--- src/rtl/pwm_multi_gen.sv ---
// pwm_multi_gen: CH PWM outputs driven from one shared period counter; debounced push-buttons step the selected channel's duty.
// Latency: outputs are combinational from registered counter/duties; a press reaches the shadow duty 2+DB_CYCLES..3+DB_CYCLES cycles after the pin edge and the pin at the next wrap.
// Backpressure: none; free-running counter, en=0 freezes the counter and forces every pwm low.
module pwm_multi_gen #(
    parameter int CH        = 4,
    parameter int CW        = 8,
    parameter int PERIOD    = 50,
    parameter int STEP      = 5,
    parameter int DB_CYCLES = 4,
    localparam int SW       = (CH > 1) ? $clog2(CH) : 1
) (
    input  logic          clkin,
    input  logic          reset,
    input  logic          inc,
    input  logic          dec,
    input  logic [SW-1:0] ch_sel,
    input  logic          en,
    output logic [CH-1:0] pwm,
    output logic [CW-1:0] d,
    output logic          period_end
);
    localparam int DBW = (DB_CYCLES > 1) ? $clog2(DB_CYCLES) : 1;

    // Button path, index 0 = inc, index 1 = dec.
    logic [1:0]     btn;
    logic [1:0]     s1_q, s1_d;
    logic [1:0]     s2_q, s2_d;
    logic [1:0]     db_q, db_d;
    logic [1:0]     arm_q, arm_d;
    logic [1:0]     vld_q, vld_d;
    logic [1:0]     press;
    logic [DBW-1:0] dbc_q [2];
    logic [DBW-1:0] dbc_d [2];

    // Counter and duty state.
    logic [CW-1:0]  cnt_q, cnt_d;
    logic [CW-1:0]  shadow_q [CH];
    logic [CW-1:0]  shadow_d [CH];
    logic [CW-1:0]  act_q [CH];
    logic [CW-1:0]  act_d [CH];
    logic           sel_ok;
    logic           wrap;

    assign btn        = {dec, inc};
    assign sel_ok     = ({1'b0, ch_sel} < (SW+1)'(CH));
    assign wrap       = en & (cnt_q == CW'(PERIOD - 1));
    assign period_end = wrap;

    // Saturating add, done one bit wider so the sum can never wrap.
    function automatic logic [CW-1:0] step_up(input logic [CW-1:0] v);
        logic [CW:0] s;
        s = {1'b0, v} + (CW+1)'(STEP);
        return (s > (CW+1)'(PERIOD)) ? CW'(PERIOD) : s[CW-1:0];
    endfunction

    // Saturating subtract; the extra top bit is the borrow.
    function automatic logic [CW-1:0] step_dn(input logic [CW-1:0] v);
        logic [CW:0] s;
        s = {1'b0, v} - (CW+1)'(STEP);
        return s[CW] ? '0 : s[CW-1:0];
    endfunction

    // Synchronise, debounce and detect debounced presses. A button only arms once it
    // has been seen released through the synchroniser, so one held across reset is ignored.
    always_comb begin
        s1_d  = btn;
        s2_d  = s1_q;
        vld_d = {vld_q[0], 1'b1};
        arm_d = arm_q | (s2_q & {2{vld_q[1]}});
        db_d  = db_q;
        press = '0;
        for (int b = 0; b < 2; b++) begin
            dbc_d[b] = '0;
            if (s2_q[b] != db_q[b]) begin
                if (dbc_q[b] == DBW'(DB_CYCLES - 1)) begin
                    db_d[b]  = s2_q[b];
                    press[b] = db_q[b] & arm_q[b];
                end else begin
                    dbc_d[b] = dbc_q[b] + DBW'(1);
                end
            end
        end
    end

    // Period counter, shadow duty stepping, and boundary-aligned transfer to the active duty.
    always_comb begin
        cnt_d = cnt_q;
        if (en) begin
            cnt_d = wrap ? '0 : cnt_q + CW'(1);
        end
        for (int i = 0; i < CH; i++) begin
            shadow_d[i] = shadow_q[i];
            act_d[i]    = (wrap || !en) ? shadow_q[i] : act_q[i];
            if (sel_ok && (ch_sel == SW'(i)) && (press[0] ^ press[1])) begin
                shadow_d[i] = press[0] ? step_up(shadow_q[i]) : step_dn(shadow_q[i]);
            end
        end
    end

    // PWM compare per channel and the display mux of the selected active duty.
    always_comb begin
        pwm = '0;
        d   = '0;
        for (int i = 0; i < CH; i++) begin
            pwm[i] = en & (cnt_q < act_q[i]);
            if (sel_ok && (ch_sel == SW'(i))) begin
                d = act_q[i];
            end
        end
    end

    // State registers; buttons reset to the released level.
    always_ff @(posedge clkin or negedge reset) begin
        if (!reset) begin
            s1_q     <= '1;
            s2_q     <= '1;
            db_q     <= '1;
            arm_q    <= '0;
            vld_q    <= '0;
            dbc_q[0] <= '0;
            dbc_q[1] <= '0;
            cnt_q    <= '0;
            for (int i = 0; i < CH; i++) begin
                shadow_q[i] <= '0;
                act_q[i]    <= '0;
            end
        end else begin
            s1_q     <= s1_d;
            s2_q     <= s2_d;
            db_q     <= db_d;
            arm_q    <= arm_d;
            vld_q    <= vld_d;
            dbc_q[0] <= dbc_d[0];
            dbc_q[1] <= dbc_d[1];
            cnt_q    <= cnt_d;
            for (int i = 0; i < CH; i++) begin
                shadow_q[i] <= shadow_d[i];
                act_q[i]    <= act_d[i];
            end
        end
    end

endmodule

--- config.mk ---
export PLATFORM = sky130hd
export DESIGN_NAME = pwm_multi_gen
export DESIGN_NICKNAME = d
export VERILOG_FILES = /design/src/rtl/pwm_multi_gen.sv
export SDC_FILE = /design/constraint.sdc
export NUM_CORES = 1
export LEC_CHECK = 0
export CAP_MARGIN = 0
export CORE_ASPECT_RATIO = 1.25
export CORE_MARGIN = 2
export CORE_UTILIZATION = 62
export CTS_BUF_LIST = sky130_fd_sc_hd__clkbuf_8 sky130_fd_sc_hd__clkbuf_16
export DETAILED_ROUTE_END_ITERATION = 10
export MAX_ROUTING_LAYER = met4
export PLACE_DENSITY_LB_ADDON = 0.12
export RECOVER_POWER = 25
export SLEW_MARGIN = 20
export SYNTH_ARGS = -nofsm -noshare
export SYNTH_HDL_FRONTEND = slang
export SYNTH_SLANG_ARGS = --single-unit
--- constraint.sdc ---
create_clock -name clkin -period 2.65 [get_ports clkin]
set_clock_uncertainty 0.1 [all_clocks]
set_input_delay 0.3975 -clock clkin [delete_from_list [all_inputs] [get_ports clkin]]
set_output_delay 0.3975 -clock clkin [all_outputs]
set_load 0.02 [all_outputs]
==> reports/results.ini, run 1 <==
[timing]
min_period_over_period_pct=98.4
setup_viol_count_final=0
hold_viol_final=0
rsz0062_at_grt=false
fin_crit_ps=2610
max_freq_ghz=0.384
worst_hold_slack_ps=261
setup_slack_ps=42.6
max-slew-margin-rel_pct=20.4
tightest_slew_ps=1190
report.final.slew_viol_count=0

[setup_path]
max_stage_delay_ps=590
path_max_fanout=3
crit_required_ps=2150
crit_chain=clkdlybuf4s50_1 -> mux4_2 -> clkdlybuf4s50_1
path_buf_inv=2
start_kind=input port
timing.critical_path.mode_cell=clkdlybuf4s50_1
cp.arrival_ps=2110
path_delay_family=buffers and inverters
crit_path_top_delay_cell=clkdlybuf4s50_1
worst-setup-path-type=input port to primary output
end_kind=primary output

[route]
drt_iter0_markers=419
vias=5213
antenna_left=0
dr.pass1.iters=5
wl_um=14700
via_per_inst=6.39
wl_per_cell_um=18.0
drcViolationCount=0

[final_layout]
antenna_cells=0
final_cells=816
seqCellArea_um2=2160
multiInputGateArea_um2=3390
drive_gt1_share_pct=14.6
final_nets=739
nFillCells=669
area.growth.synth_to_final_pct=12.2
utilization_pct=72.2

[yosys]
synth_area_leader_cell=dfrtp_1
synth_commonest_cells=o21ai_0 (89), dfrtp_1 (80), nand2_1 (66)
ys_types=75
synth-async-reset-ratio_pct=100
syn_nets=715
ys_seq_area_share_pct=36.4
synth_ff_type=dfrtp_1
syn_inst=664
synth.top_cell.area_share_pct=33.7
synth_area_um2=5930
synth_edf_count=0
yosys-top-cells-area=dfrtp_1 (34%), ha_1 (9.3%), o21ai_0 (7.5%), nand2_1 (4.2%), inv_1 (3.4%)
syn_avg_cell_area_um2=8.93
ys_ff_latch=86
ys_warn_count=0
yosysMostFrequentCell=o21ai_0

[clock_network]
cts_buffers=9
cts-htree-levels=3
clkSlewWorstSetupHoldPaths_ps=60
cts_root_buf=clkbuf_16
insertion_delay_ps=350
cts_tree=done
clock_sinks=86
clock_path_buffers=2

[global_routing]
overflow=0
antenna_found_initial=0
grt_use_total_pct=31.0
grt_pass1_wl_um=25100
grt_pass1_vias=5057
grt_max_degree=45

[min_path]
min_path_type=flip-flop to flip-flop

[floorplan]
core_um2=9220
dieArea_um2=10400
rows=39
initial_utilization_pct=64.3
ios=20
die_y_um=113
dieWidth_um=91.5

[placement]
dp_hpwl_um=10800
port_buffers=19
place_ws_ps=-73.7
numPlacedInstances=797
place.gp.congestion=0.925

[job]
maxCapViolations=0

[pwr]
powerDensity_nw_per_um2=775
power_leakage_nw=2.98
max-vdd-ir-drop_mv=0.437

[outcome]
status=finished, final reports clean

-- placed cells by master, fill, tap and decap left out, drive strengths merged, types with 5 or more instances in the layout --
master         count
o21ai             93
clkdlybuf4s50      7
a211oi             6
a21oi             26
nor3              25
nor4              14
nor2b             11
buf               32
inv               56
ha                44
dfrtp             80
clkbuf            13
o2111ai            5
nor2              34
xnor2              9
o211ai             8
a21o              15
nand4              6
or4                5
dfstp              6
nand3             24
mux4               8
nand2b            11
mux2               7
nand2             66
-- per-stage QoR --
stage                     area, µm²  total power (W)  TNS [ps]
after floorplan                5930          0.00322         0
after global placement         6310          0.00374         0
final                          6660          0.00516         0
after global routing           6660          0.00551         0
after detailed placement       6310          0.00385     -73.7
after CTS                      6630          0.00516         0
-- power breakdown --
part | total (W) | switching (W) | leakage (nW) | internal [W]
sequential | 0.00195 | 0.000383 | 1.05 | 0.00157
combinational | 0.00193 | 0.00107 | 1.78 | 0.000869
clock | 0.00128 | 0.000543 | 0.143 | 0.000733
-- cell families after synthesis --
family | count (synthesis) | synth area share [%]
AOI/OAI and AO/OA | 192 | 20.8
DFF | 86 | 36.4
xor gates and xnor gates | 10 | 1.79
muxes | 17 | 4.70
adders and majority gates | 44 | 9.28
other | 1 | 0.0632
and+or+nand+nor | 222 | 20.0
buffers and inverters | 92 | 6.96
-- metal layers --
metal  track usage [%]  share of wire, %  vias up
li1                  -                 -     2444
met1              39.3                41     2514
met2              51.2                50      208
met3              3.99               5.9       47
met4              11.2               3.0        0
met5                 -                 0        -
-- path summary, 6_finish.rpt --
check                             start            to  slack (ps)  cells after the start
max                           ch_sel[1]          d[3]          40                      3
min                             s1_q[0]       s2_q[0]         260                      0
max reg2reg                shadow_q[25]  shadow_q[27]         110                      7
min reg2reg                     s1_q[0]       s2_q[0]         260                      0
max in group asynchronous         reset       db_q[1]         880                      3
min in group asynchronous         reset      cnt_q[0]         730                      2
-- repair_timing --
item	in CTS	in global routing
buffers inserted	2	0
hold endpoints to repair	42	0
hold buffers	1	0
pin swaps	0	2
cloned	0	0
endpoints found under the setup margin	5	21
resized for setup	13	17
-- cell type report --
cell class	count	area share, %
Sequential cell	86	32.5
Multi-Input combinational cell	486	51.0
Inverter	54	3.04
Timing Repair Buffer	51	6.67
Clock inverter	7	1.13
Tap cell	123	2.31
Clock buffer	9	3.38
-- sequential cells by signal (all words and copies together) (netlist names) --
name	cells
arm_q	2
cnt_q	8
dbc_q	4
db_q	2
s1_q	2
s2_q	2
act_q	32
shadow_q	32
vld_q	2
-- worst reg2reg max path: cells and delay by family, from the launching register on --
family	cells	cell delay, ps
compound gates	2	900
simple gates	2	500
flops	1	460
buf+inv	2	240
fa+ha+maj	1	230
Note: power is estimated with default switching activity, not from simulation.
==> run 2, diff against run 1 <==
Settings changed: CORE_MARGIN 2 to 8.
==> run 2 against run 1 <==
  * Flip-flop and latch count did not move
  * Utilization down 2.2 points
  * Clock power shrank 9%
  * Total power shrank 2.8%
  * Global-route usage down 7.6 points
  * Count of clock-buffer cells in the layout stayed put
  * Wire length shrank 2.2%
  * Via count down 1.1%
  * Cell area decreased by 0.53%
  * Critical path depth increased by 1
  * Worst setup slack worse by 3.8 ps
  * Largest cell class unchanged
==> reports/results.ini, run 2 (synthesis results as in run 1) <==
[clock_network]
clock_sinks=86
cts-htree-levels=3
clock_path_buffers=2
cts_setup_buffers=0
cts_buffers=9
cts_root_buf=clkbuf_16
clkSlewWorstSetupHoldPaths_ps=60
cts_tree=done
insertion_delay_ps=350

[final_layout]
area.growth.synth_to_final_pct=11.6
final_cell_mix=o21ai_0 (89), dfrtp_1 (78), nand2_1 (66)
seqCellArea_um2=2160
nFillCells=727
fin_area_um2=6620
final_common_cell=o21ai_0
final_nets=737
reg_top3=act_q x32, shadow_q x32, cnt_q x8
antenna_cells=0
drive_gt1_share_pct=14.5
multiInputGateArea_um2=3390

[timing]
final.setup.tns_ps=0
min_period_over_period_pct=98.5
fin_crit_ps=2610
max-slew-margin-rel_pct=18.9
hold_viol_final=0
tightest_slew_ps=1220
max_freq_ghz=0.383
setup_viol_count_final=0
rsz0062_at_grt=false
report.final.slew_viol_count=0

[global_routing]
grt_pass1_wl_um=23500
overflow=0
grt_pass1_vias=4965
grt_max_degree=47
antenna_found_initial=0
grt_use_total_pct=23.4

[setup_path]
worst-setup-path-type=input port to primary output
crit_required_ps=2150
path_max_fanout=11
cp.arrival_ps=2110
end_kind=primary output
start_kind=input port

[floorplan]
die_y_um=125
core_um2=9460
dieArea_um2=13000
initial_utilization_pct=62.7
dieWidth_um=103
rows=40
ios=20

[route]
dr.pass1.iters=5
via_per_inst=6.31
antenna_left=0
wl_um=14400
drcViolationCount=0
drt_iter0_markers=327
wl_per_cell_um=17.6
vias=5156

[min_path]
min_path_type=flip-flop to flip-flop

[pwr]
powerDensity_nw_per_um2=758
max-vdd-ir-drop_mv=0.386
power_leakage_nw=2.97

[job]
maxCapViolations=0

[placement]
port_buffers=19
place.gp.congestion=0.946
dp_hpwl_um=10300
dpl-instance-area_um2=6310

[outcome]
status=finished, final reports clean

==> run 2: power by group <==
part	internal (W)	switching [W]
clock	0.000636	0.000535
combinational	0.000851	0.00104
sequential	0.00157	0.000389
total	0.00305	0.00196
==> run 2: stage by stage <==
step | utilization (%) | std cells | setup WS (ps) | total power [W] | hold WS [ps]
after floorplan | - | 664 | 426 | 0.00322 | 1.91
after global placement | 66.7 | 800 | -20.4 | 0.00372 | 233
after detailed placement | 66.7 | 800 | -27.1 | 0.00380 | 236
after CTS | 69.8 | 817 | 0.949 | 0.00498 | 250
after global routing | 70.0 | 817 | 2.66 | 0.00534 | 263
final | 70.0 | 817 | 38.8 | 0.00502 | 249
==> run 2: routing by layer <==
| metal | wire length, µm | track usage (%) | share of wire, % | vias to the layer above |
|---|---|---|---|---|
| met1 | 5890 | 28.4 | 41 | 2484 |
| li1 | - | - | - | 2442 |
| met3 | 890 | 4.28 | 6.2 | 40 |
| met2 | 7100 | 36.3 | 49 | 190 |
| met4 | 465 | 11.2 | 3.2 | 0 |
| met5 | 0 | - | 0 | - |
==> run 2: timing repair <==
item                                    CTS  global route
hold buffers                              1             0
hold endpoints to repair                 34             0
gates resized for setup                  13            18
endpoints found under the setup margin    5            14
==> run 2: final timing paths <==
kind | endpoint | depth (start not counted) | slack [ps] | from
worst min register to register | vld_q[1] | 0 | 250 | vld_q[0]
max in group asynchronous | db_q[1] | 3 | 810 | reset
worst min-delay path | vld_q[1] | 0 | 250 | vld_q[0]
min in group asynchronous | cnt_q[5] | 2 | 740 | reset
worst max-delay path | d[6] | 4 | 40 | ch_sel[0]
worst max register to register | shadow_q[27] | 7 | 140 | shadow_q[24]
==> run 2: final cells by class <==
class,instances,share of cell area (%)
multi-input combinational,486,51.3
clock inverter,7,0.775
timing repair buffer,49,6.48
sequential,86,32.6
inverter,54,3.06
clock buffer,9,3.40
tap,126,2.38
==> run 2: worst max-delay path: stages <==
cell	delay, ps
clkdlybuf4s50_1	500
buf_12	160
mux4_2	490
clkdlybuf4s50_1	550
